$ cat src/rtl/ipm_distributed_pkt_fifo_v1_0.sv
// Single-clock packet FIFO on distributed RAM: words become visible to the reader
// only after their packet is committed; packets can be discarded explicitly or on overflow.
module ipm_distributed_pkt_fifo_v1_0 #(
  parameter int ADDR_WIDTH       = 6,
  parameter int DATA_WIDTH       = 32,
  parameter int ALMOST_FULL_NUM  = 4,
  parameter int ALMOST_EMPTY_NUM = 4
) (
  input  logic                  clk,
  input  logic                  rst,
  input  logic [DATA_WIDTH-1:0] wr_data,
  input  logic                  wr_en,
  input  logic                  wr_last,
  input  logic                  wr_drop,
  output logic                  full,
  output logic                  almost_full,
  output logic [ADDR_WIDTH:0]   wr_water_level,
  output logic                  ovf_drop,
  output logic [DATA_WIDTH-1:0] rd_data,
  output logic                  rd_last,
  input  logic                  rd_en,
  output logic                  empty,
  output logic                  almost_empty,
  output logic [ADDR_WIDTH:0]   rd_water_level,
  output logic [ADDR_WIDTH:0]   pkt_cnt,
  output logic [15:0]           drop_cnt,
  output logic [1:0]            wr_state
);

  localparam int                DEPTH   = 1 << ADDR_WIDTH;
  localparam logic [ADDR_WIDTH:0] DEPTH_L = (ADDR_WIDTH+1)'(DEPTH);
  localparam logic [ADDR_WIDTH:0] AF_L    = (ADDR_WIDTH+1)'(ALMOST_FULL_NUM);
  localparam logic [ADDR_WIDTH:0] AE_L    = (ADDR_WIDTH+1)'(ALMOST_EMPTY_NUM);

  typedef enum logic [1:0] {
    WR_IDLE    = 2'd0,
    WR_PKT     = 2'd1,
    WR_DISCARD = 2'd2
  } wr_state_e;

  wr_state_e state;

  // Each entry is {last, data}; the array has no reset.
  logic [DATA_WIDTH:0] mem [DEPTH];

  logic [ADDR_WIDTH:0] wr_ptr;
  logic [ADDR_WIDTH:0] commit_ptr;
  logic [ADDR_WIDTH:0] rd_ptr;
  logic [ADDR_WIDTH:0] wr_level;
  logic [ADDR_WIDTH:0] rd_level;
  logic [ADDR_WIDTH:0] free_words;
  logic [DATA_WIDTH:0] head;

  logic wr_open;
  logic drop_req;
  logic wr_accept;
  logic wr_ovf;
  logic rd_accept;
  logic commit;
  logic pop_last;
  logic drop_inc;

  // Handshake: a word is written on a rising edge where wr_en=1, no wr_drop, the
  // write FSM is not discarding and full=0; a word is popped where rd_en=1 and empty=0.
  // full/empty come from registered pointers only, so there is no same-cycle bypass.
  assign wr_level   = wr_ptr - rd_ptr;
  assign rd_level   = commit_ptr - rd_ptr;
  assign free_words = DEPTH_L - wr_level;

  assign full           = (wr_level == DEPTH_L);
  assign almost_full    = (free_words <= AF_L);
  assign empty          = (rd_level == '0);
  assign almost_empty   = (rd_level <= AE_L);
  assign wr_water_level = wr_level;
  assign rd_water_level = rd_level;
  assign wr_state       = state;

  assign head    = mem[rd_ptr[ADDR_WIDTH-1:0]];
  assign rd_data = empty ? '0 : head[DATA_WIDTH-1:0];
  assign rd_last = ~empty & head[DATA_WIDTH];

  always_comb begin
    wr_open   = (state != WR_DISCARD);
    drop_req  = wr_open & wr_drop;
    wr_accept = wr_open & ~wr_drop & wr_en & ~full;
    wr_ovf    = wr_open & ~wr_drop & wr_en & full;
    rd_accept = rd_en & ~empty;
    commit    = wr_accept & wr_last;
    pop_last  = rd_accept & head[DATA_WIDTH];
    // Explicit drop only counts when a packet was actually in progress.
    drop_inc  = (drop_req & (state == WR_PKT)) | wr_ovf;
  end

  always_ff @(posedge clk) begin
    if (wr_accept) begin
      mem[wr_ptr[ADDR_WIDTH-1:0]] <= {wr_last, wr_data};
    end
  end

  always_ff @(posedge clk) begin
    if (rst) begin
      state      <= WR_IDLE;
      wr_ptr     <= '0;
      commit_ptr <= '0;
      rd_ptr     <= '0;
      pkt_cnt    <= '0;
      drop_cnt   <= '0;
      ovf_drop   <= 1'b0;
    end else begin
      ovf_drop <= 1'b0;

      if (drop_inc && (drop_cnt != 16'hFFFF)) begin
        drop_cnt <= drop_cnt + 16'd1;
      end

      if (rd_accept) begin
        rd_ptr <= rd_ptr + 1'b1;
      end

      // A commit and a last-word pop in the same cycle cancel out.
      case ({commit, pop_last})
        2'b10:   pkt_cnt <= pkt_cnt + 1'b1;
        2'b01:   pkt_cnt <= pkt_cnt - 1'b1;
        default: pkt_cnt <= pkt_cnt;
      endcase

      case (state)
        WR_IDLE, WR_PKT: begin
          if (wr_drop) begin
            wr_ptr <= commit_ptr;
            state  <= WR_IDLE;
          end else if (wr_accept) begin
            wr_ptr <= wr_ptr + 1'b1;
            if (wr_last) begin
              commit_ptr <= wr_ptr + 1'b1;
              state      <= WR_IDLE;
            end else begin
              state <= WR_PKT;
            end
          end else if (wr_ovf) begin
            // Roll back the partial packet; swallow its tail until wr_last.
            wr_ptr   <= commit_ptr;
            ovf_drop <= 1'b1;
            state    <= wr_last ? WR_IDLE : WR_DISCARD;
          end
        end
        WR_DISCARD: begin
          if (wr_drop || (wr_en && wr_last)) begin
            state <= WR_IDLE;
          end
        end
        default: state <= WR_IDLE;
      endcase
    end
  end

endmodule

$ cat config.mk
export PLATFORM = sky130hd
export DESIGN_NAME = ipm_distributed_pkt_fifo_v1_0
export DESIGN_NICKNAME = d
export VERILOG_FILES = /design/src/rtl/ipm_distributed_pkt_fifo_v1_0.sv
export SDC_FILE = /design/constraint.sdc
export NUM_CORES = 2
export LEC_CHECK = 0
export CELL_PAD_IN_SITES_DETAIL_PLACEMENT = 1
export CELL_PAD_IN_SITES_GLOBAL_PLACEMENT = 2
export CORE_MARGIN = 2
export CORE_UTILIZATION = 55
export DETAILED_ROUTE_END_ITERATION = 16
export PLACE_DENSITY_LB_ADDON = 0.1
export SLEW_MARGIN = 40
export SYNTH_ARGS = -nofsm -noshare
export SYNTH_HDL_FRONTEND = slang
export SYNTH_SLANG_ARGS = --single-unit
$ cat constraint.sdc
create_clock -name clk -period 14.16 [get_ports clk]
set_clock_uncertainty 0.2 [all_clocks]
set_input_delay 2.832 -clock clk [delete_from_list [all_inputs] [get_ports clk]]
set_output_delay 2.832 -clock clk [all_outputs]
set_load 0.1 [all_outputs]
==> run_results.csv <==
group,metric,value,unit
layout,regArea,64500,µm²
layout,area_growth,13.0,%
layout,layout_common_cells,"edfxtp_1, mux4_2, clkbuf_16",
routing,wirelength,223000,µm
placed_design,pre_cts_slack,6.22,ns
floorplan,num_rows,143,
yosys,synth_edf_count,2112,
yosys,avgSynthCellArea,23.4,µm²
grt,grt_pass1_wl,319000,µm
power_and_ir_drop,power,14.7,mW
critical_path,startpoint_type,"flip-flop",
power_and_ir_drop,p_sw,3.71,mW
routing,drc_errors,0,
placed_design,dp_hpwl,115000,µm
cts,cts_max_level,4,
layout,layout-drive-gt1-share,32.3,%
yosys,synth-async-reset-ratio,0,%
routing,vias_per_cell,6.67,
grt,grt_usage,29.3,%
job,cap_violations,0,
layout,fill_cells,12000,
cts,cts_buffers,211,
cts,ctsResizeCount,0,
grt,grt_antenna_before_repair,16,
cts,clk_pin_slew,0.07,ns
yosys,synth.cell_area,83800,µm²
outcome,status,"completed",
placed_design,placed_cells,5642,
cts,cts_tree,"yes",
power_and_ir_drop,power_per_cell_area,155,nW/µm²
timing,fin_crit_sh,61.7,%
floorplan,top_level_ports,115,
grt,grt_pass1_vias,42000,
placed_design,routabilityCongestion,0.797,
layout,layout_commonest_cell,"edfxtp_1",
power_and_ir_drop,combPwrFrac,13.7,%
placed_design,io_buffers,114,
power_and_ir_drop,ir_drop,0.000116,V
layout,instances_no_fill,6044,
critical_path,critPathRequiredTime,11.13,ns
timing,fmax,114,MHz
worst_hold_path,hold_class,"flip-flop to flip-flop",
timing,relSlewSlack,38.8,%
cts,ctsHoldBuffers,0,
cts,root_buffer,"clkbuf_16",
routing,first_pass_iters,5,
cts,insertion_delay,0.84,ns
power_and_ir_drop,internal-power,11.0,mW
power_and_ir_drop,leakage,28.6,nW
yosys,seq_area_frac_synth,77.0,%
critical_path,crit_fanout,77,
timing,rsz0062_at_grt,"no",
grt,grt_max_degree,110,
yosys,synth_flop_cell,"edfxtp_1",
critical_path,cp.arrival,5.71,ns
timing,hold_viol,0,
yosys,ys_ff_latch,2165,
timing,post-route-min-period,8.74,ns
layout,nets,3888,
floorplan,core_area,152000,µm²
power_and_ir_drop,pwr-share-clk,38.1,%
timing,setup_viol_count_final,0,
layout,multiInputGateArea,18900,µm²
cts,clock_sinks,2165,
floorplan,chipHeight,394,µm
floorplan,die_x,394,µm
routing,drtIter0Drc,4710,
timing,fin_setup_tns,0,ns
yosys,ys_warn_count,0,
critical_path,cp-end-kind,"output pin",
power_and_ir_drop,seqPwrFrac,48.2,%
floorplan,dieArea,155000,µm²
yosys,synth_cell_types,67,
routing,final_antenna_net_count,0,
timing,finalMaxSlewViolations,0,
cts,clockBufferDepth,3,
critical_path,path_class,"flip-flop to output pin",
floorplan,start_util,55.3,%
power_and_ir_drop,switching_share,25.2,%
routing,num_vias,40300,
routing,wl_per_cell,36.9,µm
yosys,synth_nets,3638,
grt,gr-total-overflow,0,
yosys,synthCells,3580,
cts,cts_setup_buffers,0,
timing,setup_slack,5.42,ns
timing,tightest_slew,0.912,ns
-- flip-flops by register name, summed over array words and instances (netlist names), named ones only --
name and cells:
drop_cnt 16, ovf_drop 1, commit_ptr 7, pkt_cnt 7, wr_ptr 7, mem 2112
wr_state 2, rd_ptr 7
-- path summary, 6_finish.rpt --
kind | from | to | slack (ns) | cells past startpoint
hold / removal | pkt_cnt[6] | pkt_cnt[6] | 0.32 | 2
hold reg to reg | pkt_cnt[6] | pkt_cnt[6] | 0.32 | 2
setup reg to reg | flip-flop | pkt_cnt[6] | 7.09 | 19
setup / recovery | flip-flop | rd_data[10] | 5.42 | 8
-- worst max-delay path: stages (launching register included) --
cell      delay, ns
dfxtp_4        0.80
buf_12         0.54
buf_4          0.67
mux4_2         0.59
mux4_2         0.56
nor2b_1        0.18
a211oi_1       0.78
a211oi_1       0.25
buf_2          0.38
-- layer usage --
layer	part of all wire, %	vias to the layer above	global-route usage (%)
li1	-	15900	-
met1	39	22100	41.7
met2	49	1969	46.9
met3	9.4	324	6.20
met4	2.4	10	7.88
met5	0.025	-	0
-- power by group through the flow --
stage / sequential [mW] / clock (mW) / combinational (mW)
CTS: 7.09 / 5.67 / 2.03
floorplan: 7.23 / 0 / 1.45
detailed placement: 7.23 / 0 / 2.02
global placement: 7.23 / 0 / 2.01
global route: 7.09 / 5.90 / 2.12
finish: 7.09 / 5.60 / 2.01
-- area by class of cell --
type / count / share of cell area [%]
multi-input combinational: 1196 / 20.0
timing repair buffer: 233 / 1.81
sequential: 2165 / 68.1
inverter: 23 / 0.0912
antenna: 3 / 0.00793
tap: 2030 / 2.68
clock inverter: 149 / 1.57
clock buffer: 245 / 5.71
-- synthesized netlist by cell type (all sizes together), types with 21 or more instances --
library cell,n,share of area (%)
edfxtp,2112,76
o21ai,25,0.15
buf,80,0.44
or3,21,0.16
nand2,25,0.11
mux2i,46,0.55
dfxtp,53,1.3
a21oi,33,0.20
nor2,114,0.51
clkbuf,116,0.52
mux4,660,18
a211oi,68,0.61
nor2b,38,0.28
inv,23,0.10
-- metrics by stage --
step / cell area [µm²] / util [%] / hold slack [ns]
detailed placement: 87700 / 57.8 / 0.305
floorplan: 83800 / - / 0.279
finish: 94700 / 62.5 / 0.323
global placement: 87900 / 58.0 / 0.278
global route: 94700 / 62.5 / 0.347
CTS: 94600 / 62.4 / 0.321
-- cell families after synthesis --
| group | Yosys count | synth area share, % |
|---|---|---|
| AND/OR/NAND/NOR | 278 | 1.69 |
| XOR/XNOR | 22 | 0.230 |
| flip-flops | 2165 | 77.0 |
| adder cells (fa/ha/maj) | 20 | 0.317 |
| multiplexers | 709 | 18.3 |
| AO/OA/AOI/OAI | 167 | 1.40 |
| buffers and inverters | 219 | 1.06 |
(Power assumes the default switching activity.)
